**config.mk**
```make
export PLATFORM = sky130hd
export DESIGN_NAME = timer_report_tx
export DESIGN_NICKNAME = d
export VERILOG_FILES = /design/src/rtl/timer_report_tx_pkg.sv /design/src/rtl/timer_report_tx_bin2ascii2.sv /design/src/rtl/timer_report_tx.sv
export SDC_FILE = /design/constraint.sdc
export NUM_CORES = 1
export LEC_CHECK = 0
export BUFFER_PORTS_ARGS = -buffer_cell sky130_fd_sc_hd__clkbuf_2
export CAP_MARGIN = 5
export CORE_ASPECT_RATIO = 1.1
export CORE_UTILIZATION = 60
export DETAILED_ROUTE_END_ITERATION = 10
export HOLD_SLACK_MARGIN = 0.12
export PLACE_DENSITY_LB_ADDON = 0.05
export SLEW_MARGIN = 25
export SYNTH_ARGS = -nofsm -noshare
export SYNTH_HDL_FRONTEND = slang
export SYNTH_SLANG_ARGS = --single-unit
```
**constraint.sdc**
```tcl
create_clock -name clk -period 42.4 [get_ports clk]
set_input_delay 8.48 -clock clk [delete_from_list [all_inputs] [get_ports clk]]
set_output_delay 8.48 -clock clk [all_outputs]
set_load 0.02 [all_outputs]
```
**src/rtl/timer_report_tx_pkg.sv**
```systemverilog
// Shared types and constants for timer_report_tx: FSM states, ASCII codes, line length.
package timer_report_tx_pkg;

  typedef enum logic {
    IDLE,
    SEND
  } state_e;

  localparam int unsigned MSG_LEN = 12;

  localparam logic [7:0] ASCII_R     = 8'h52;
  localparam logic [7:0] ASCII_S     = 8'h53;
  localparam logic [7:0] ASCII_SP    = 8'h20;
  localparam logic [7:0] ASCII_COLON = 8'h3A;
  localparam logic [7:0] ASCII_DOT   = 8'h2E;
  localparam logic [7:0] ASCII_CR    = 8'h0D;
  localparam logic [7:0] ASCII_LF    = 8'h0A;
  localparam logic [7:0] ASCII_0     = 8'h30;

  // Clamp an arbitrarily wide binary field to the 0..99 range a two-digit field can show.
  function automatic logic [6:0] sat99(input logic [31:0] v);
    return (v > 32'd99) ? 7'd99 : v[6:0];
  endfunction

endpackage

```
**src/rtl/timer_report_tx_bin2ascii2.sv**
```systemverilog
// Binary (0..127, saturated at 99) to two ASCII decimal digits.
module bin2ascii2
  import timer_report_tx_pkg::*;
(
  input  logic [6:0] bin_i,
  output logic [7:0] tens_o,
  output logic [7:0] units_o
);

  logic [6:0] rem;
  logic [3:0] tens;

  // Divide by 10 as a chain of nine conditional subtractions.
  always_comb begin
    rem  = (bin_i > 7'd99) ? 7'd99 : bin_i;
    tens = '0;
    for (int unsigned k = 0; k < 9; k++) begin
      if (rem >= 7'd10) begin
        rem  = rem - 7'd10;
        tens = tens + 4'd1;
      end
    end
    tens_o  = ASCII_0 + {4'b0000, tens};
    units_o = ASCII_0 + {1'b0, rem};
  end

endmodule

```
**src/rtl/timer_report_tx.sv**
```systemverilog
// Writes "R/S MM:SS.CC\r\n" status lines into the UART TX FIFO on timer events.
// Optional PERIODIC_REPORT_EN: while running, each change of sec also triggers a line.
module timer_report_tx
  import timer_report_tx_pkg::*;
#(
  parameter int unsigned MIN_W = 6,
  parameter int unsigned SEC_W = 6,
  parameter int unsigned CS_W  = 7
) (
  input  logic             clk,
  input  logic             rst,
  input  logic             run_stop,
  input  logic             clear,
  input  logic             inc,
  input  logic             dec,
  input  logic             req,
  input  logic [MIN_W-1:0] min,
  input  logic [SEC_W-1:0] sec,
  input  logic [CS_W-1:0]  cs,
  input  logic             fifo_full,
  output logic             push,
  output logic [7:0]       push_data,
  output logic             busy
);

  localparam logic [3:0] LAST_IDX = 4'(MSG_LEN - 1);

  state_e           state_q, state_d;
  logic [3:0]       idx_q, idx_d;
  logic             pending_q, pending_d;
  logic             run_prev_q;
  logic             snap_run_q, snap_run_d;
  logic [MIN_W-1:0] snap_min_q, snap_min_d;
  logic [SEC_W-1:0] snap_sec_q, snap_sec_d;
  logic [CS_W-1:0]  snap_cs_q, snap_cs_d;
  logic             evt;
  logic [7:0]       msg_byte;
  logic [7:0]       min_t, min_u, sec_t, sec_u, cs_t, cs_u;

`ifdef PERIODIC_REPORT_EN
  logic [SEC_W-1:0] sec_prev_q;

  always_ff @(posedge clk or posedge rst) begin
    if (rst) sec_prev_q <= '0;
    else     sec_prev_q <= sec;
  end

  always_comb evt = req | clear | inc | dec | (run_stop ^ run_prev_q)
                    | (run_stop & (sec != sec_prev_q));
`else
  always_comb evt = req | clear | inc | dec | (run_stop ^ run_prev_q);
`endif

  always_ff @(posedge clk or posedge rst) begin
    if (rst) begin
      state_q    <= IDLE;
      idx_q      <= '0;
      pending_q  <= 1'b0;
      run_prev_q <= 1'b0;
      snap_run_q <= 1'b0;
      snap_min_q <= '0;
      snap_sec_q <= '0;
      snap_cs_q  <= '0;
    end else begin
      state_q    <= state_d;
      idx_q      <= idx_d;
      pending_q  <= pending_d;
      run_prev_q <= run_stop;
      snap_run_q <= snap_run_d;
      snap_min_q <= snap_min_d;
      snap_sec_q <= snap_sec_d;
      snap_cs_q  <= snap_cs_d;
    end
  end

  bin2ascii2 u_min (.bin_i(sat99(32'(snap_min_q))), .tens_o(min_t), .units_o(min_u));
  bin2ascii2 u_sec (.bin_i(sat99(32'(snap_sec_q))), .tens_o(sec_t), .units_o(sec_u));
  bin2ascii2 u_cs  (.bin_i(sat99(32'(snap_cs_q))),  .tens_o(cs_t),  .units_o(cs_u));

  always_comb begin
    case (idx_q)
      4'd0:    msg_byte = snap_run_q ? ASCII_R : ASCII_S;
      4'd1:    msg_byte = ASCII_SP;
      4'd2:    msg_byte = min_t;
      4'd3:    msg_byte = min_u;
      4'd4:    msg_byte = ASCII_COLON;
      4'd5:    msg_byte = sec_t;
      4'd6:    msg_byte = sec_u;
      4'd7:    msg_byte = ASCII_DOT;
      4'd8:    msg_byte = cs_t;
      4'd9:    msg_byte = cs_u;
      4'd10:   msg_byte = ASCII_CR;
      4'd11:   msg_byte = ASCII_LF;
      default: msg_byte = 8'h00;
    endcase
  end

  always_comb begin
    state_d    = state_q;
    idx_d      = idx_q;
    pending_d  = pending_q;
    snap_run_d = snap_run_q;
    snap_min_d = snap_min_q;
    snap_sec_d = snap_sec_q;
    snap_cs_d  = snap_cs_q;
    push       = 1'b0;
    push_data  = 8'h00;
    unique case (state_q)
      IDLE: begin
        if (evt) begin
          snap_run_d = run_stop;
          snap_min_d = min;
          snap_sec_d = sec;
          snap_cs_d  = cs;
          idx_d      = '0;
          state_d    = SEND;
        end
      end
      SEND: begin
        push      = !fifo_full;
        push_data = fifo_full ? 8'h00 : msg_byte;
        if (evt) pending_d = 1'b1;
        if (push) begin
          if (idx_q == LAST_IDX) begin
            // An event landing on the final push still earns a follow-up line.
            if (pending_q || evt) begin
              snap_run_d = run_stop;
              snap_min_d = min;
              snap_sec_d = sec;
              snap_cs_d  = cs;
              pending_d  = 1'b0;
              idx_d      = '0;
            end else begin
              state_d = IDLE;
            end
          end else begin
            idx_d = idx_q + 4'd1;
          end
        end
      end
      default: state_d = IDLE;
    endcase
  end

  always_comb busy = (state_q != IDLE);

endmodule

```
==> flow_metrics.py <==
metrics = {
    "outcome": {
        "outcome": "finished clean",
    },
    "routing": {
        "drtPass1Iterations": 5,
        "drc": 0,
        "wl_met3_um": 972,
        "met1Wirelength_um": 10480,
        "routed.top_layer": "met4",
        "viasPerCell": 6.469,
        "via_count": 9218,
        "routed_wl_um": 22460,
        "met2_length_um": 10540,
        "drt_iter0_markers": 819,
        "ant_nets": 0,
        "wl_per_cell_um": 15.76,
    },
    "clock_tree": {
        "htree_num_levels": 1,
        "root_buffer": "clkbuf_16",
        "cts_hold_buf": 0,
        "cts_resized": 0,
        "post_cts_buffers": 0,
        "cts_sinks": 27,
        "clkTransAtPathRegs_ns": 0.08,
        "max-clock-path-buffers": 2,
        "clk_latency_ns": 0.27,
        "cts_tree": "built",
        "cts_buffers": 3,
    },
    "setup_path": {
        "cp_max_fo": 12,
        "crit_buf_inv": 13,
        "reg2reg_depth": 6,
        "cpLargestDelayFamily": "compound AO/OA/AOI/OAI gates",
        "worst_path_max_delay_cell": "a311oi_2",
        "crit_arrival_ns": 15.92,
        "cp.depth": 62,
        "start_kind": "flip-flop",
        "required_ns": 33.92,
        "endpoint_kind": "output port",
        "cpPeakStageDelay_ns": 0.75,
        "crit_type": "reg -> out",
    },
    "layout": {
        "drive_gt1_share_pct": 14.40,
        "fillCellCount": 1447,
        "nNetsFinal": 1324,
        "syn_to_final_growth_pct": 3.097,
        "n_antenna_cell": 0,
    },
    "floorplan": {
        "start_util_pct": 61.15,
        "core_area_um2": 15000,
        "fp-row-count": 47,
        "die_y_um": 131.7,
        "die_w_um": 119.9,
        "die_area_um2": 15780,
        "io_pins": 37,
    },
    "timing": {
        "slew_viol_final": 0,
        "fin_ws_ns": 18.00,
        "grt_setup_unrepaired": "no",
        "worstMarginPinSlew_ns": 0.9522,
        "setup_viol_count_final": 0,
        "fmax_ghz": 0.04098,
        "fin_crit_sh_pct": 57.55,
        "min_period_ns": 24.40,
        "fin_skew_ns": 0.003998,
        "max-slew-margin-rel_pct": 36.52,
        "hold_viol": 0,
        "tns_ns": 0,
    },
    "grt": {
        "grt_start_max_net_pins": 28,
        "grtUsageTotal_pct": 28.18,
        "grt_pass1_vias": 8434,
        "grt_pass1_wl_um": 38280,
        "gr-total-overflow": 0,
        "antenna_found_initial": 0,
    },
    "yosys": {
        "netlist_instances": 1239,
        "syn_area_per_cell_um2": 7.401,
        "synth-main-ff-cell": "dfrtp_1",
        "yosysSeqAreaShare_pct": 7.368,
        "synth_warnings": 0,
        "synth_edf_count": 0,
        "synth_fp_nets": 1333,
        "netlist_area_um2": 9170,
        "ys_types": 122,
        "yosys_register_bits": 27,
        "synthArstFlopShare_pct": 100.0,
    },
    "hold_path": {
        "hold_path_depth": 1,
        "hold_path_class": "reg -> reg",
    },
    "flow_run": {
        "drv_cap": 0,
    },
    "placement": {
        "io_buffers": 36,
        "dp.final_hpwl_um": 17650,
        "place.gp.congestion": 0.9152,
        "dp_slack_ns": 18.54,
    },
}
## area by class of cell
type                            count  area (µm²)  area share (%)
Clock inverter                      1       7.507         0.07941
Inverter                           82       310.3           3.282
Clock buffer                        3       75.07          0.7941
Sequential cell                    27       675.6           7.147
Timing Repair Buffer               40       210.2           2.223
Multi-Input combinational cell   1076        7930           83.88
Tap cell                          196       245.2           2.594
## cell usage after synthesis (6+ instances only)
master      n  area, µm²
nor4_1     18      112.6
a211o_1     9      78.83
or2_2       9      56.30
a211oi_1   12      90.09
and2_1     21      131.4
buf_4       6      45.04
nand2_1   107      401.6
ha_1       67      838.3
o21a_1     11      82.58
nand3b_1    9      67.56
clkbuf_1   30      112.6
a21oi_1    76      380.4
nor2b_1    23      143.9
nor3_1     34      170.2
o21ai_1     9      45.04
a22o_1      7      61.31
a22oi_1     9      67.56
nand4_1    18      112.6
o311ai_0    6      52.55
xor2_1     18      157.7
a21o_1     18      135.1
inv_1      81      304.0
o21ai_0    64      320.3
o211ai_1   12      90.09
o21bai_1    7      52.55
a221oi_1   12      105.1
dfrtp_1    27      675.7
nor2_1     68      255.2
a31oi_1    14      87.58
a21boi_0    8      60.06
nand2b_1   23      143.9
mux2_2     47      529.3
nand3_1    43      215.2
a32oi_1     6      52.55
mux2i_1    22      220.2
or3_1      17      106.4
buf_2      11      55.05
o31ai_1    12      90.09
and3_1     12      75.07
xnor2_1    64      560.5
## placed cells by master (no fill, tap or decap), types with 21 or more instances in the layout
master    instances
dfrtp_1          27
clkbuf_2         36
o21ai_0          64
a21oi_1          76
xnor2_1          64
mux2_2           47
ha_1             67
inv_1            80
nand2_1         107
nand2b_1         23
and2_1           21
nor3_1           34
nand3_1          43
mux2i_1          22
nor2_1           68
nor2b_1          23
## sequential cells by signal, summed over array words and instances, names as in the netlist
name / count
pending_q: 1
idx_q: 4
snap_sec_q: 6
run_prev_q: 1
snap_min_q: 6
snap_run_q: 1
busy: 1
snap_cs_q: 7
## through the flow
step	hold WS (ns)	instance area (µm²)	cells	util, %
CTS	0.5174	9454	1425	63.05
detailed placement	0.4998	9371	1421	62.49
global route	0.5300	9454	1425	63.05
floorplan	0.4699	9170	1239	-
global placement	0.4986	9371	1421	62.49
finish	0.5130	9454	1425	63.05
## metal layers
metal / global-route usage (%) / vias to the layer above
met5: 0 / -
li1: - / 4664
met4: 7.222 / 0
met1: 37.20 / 4240
met3: 1.823 / 45
met2: 49.29 / 269
## worst paths after layout
kind,from,to,slack (ns)
min reg2reg,snap_cs_q[0],snap_cs_q[0],0.51
max reg2reg,idx_q[2],snap_sec_q[5],39.34
min in group asynchronous,rst,snap_min_q[4],8.27
max in group asynchronous,rst,snap_sec_q[3],33.71
max,snap_sec_q[1],push_data[6],18.00
min,snap_cs_q[0],snap_cs_q[0],0.51
## kinds of logic (layout without fill, tap and decap cells)
kind of cell / Yosys count / count (layout) / share of synthesized area (%)
AOI/OAI and AO/OA: 398 / 398 / 32.86
xor gates and xnor gates: 86 / 86 / 8.610
adders and majority gates: 67 / 67 / 9.142
buffers and inverters: 136 / 126 / 6.154
DFF: 27 / 27 / 7.368
muxes: 71 / 71 / 8.501
and+or+nand+nor: 454 / 454 / 27.37
## worst register-to-register path: stages (launching register included)
cell     delay [ns]
dfrtp_1        0.52
nor2b_1        0.52
nand2_1        0.18
o21ai_0        0.23
a22o_1         0.31
a21o_1         0.76
mux2_2         0.42
Power is left out: the tool's default activity adds up to more than one toggle a clock period on the data nets, which glitch-free logic cannot reach.
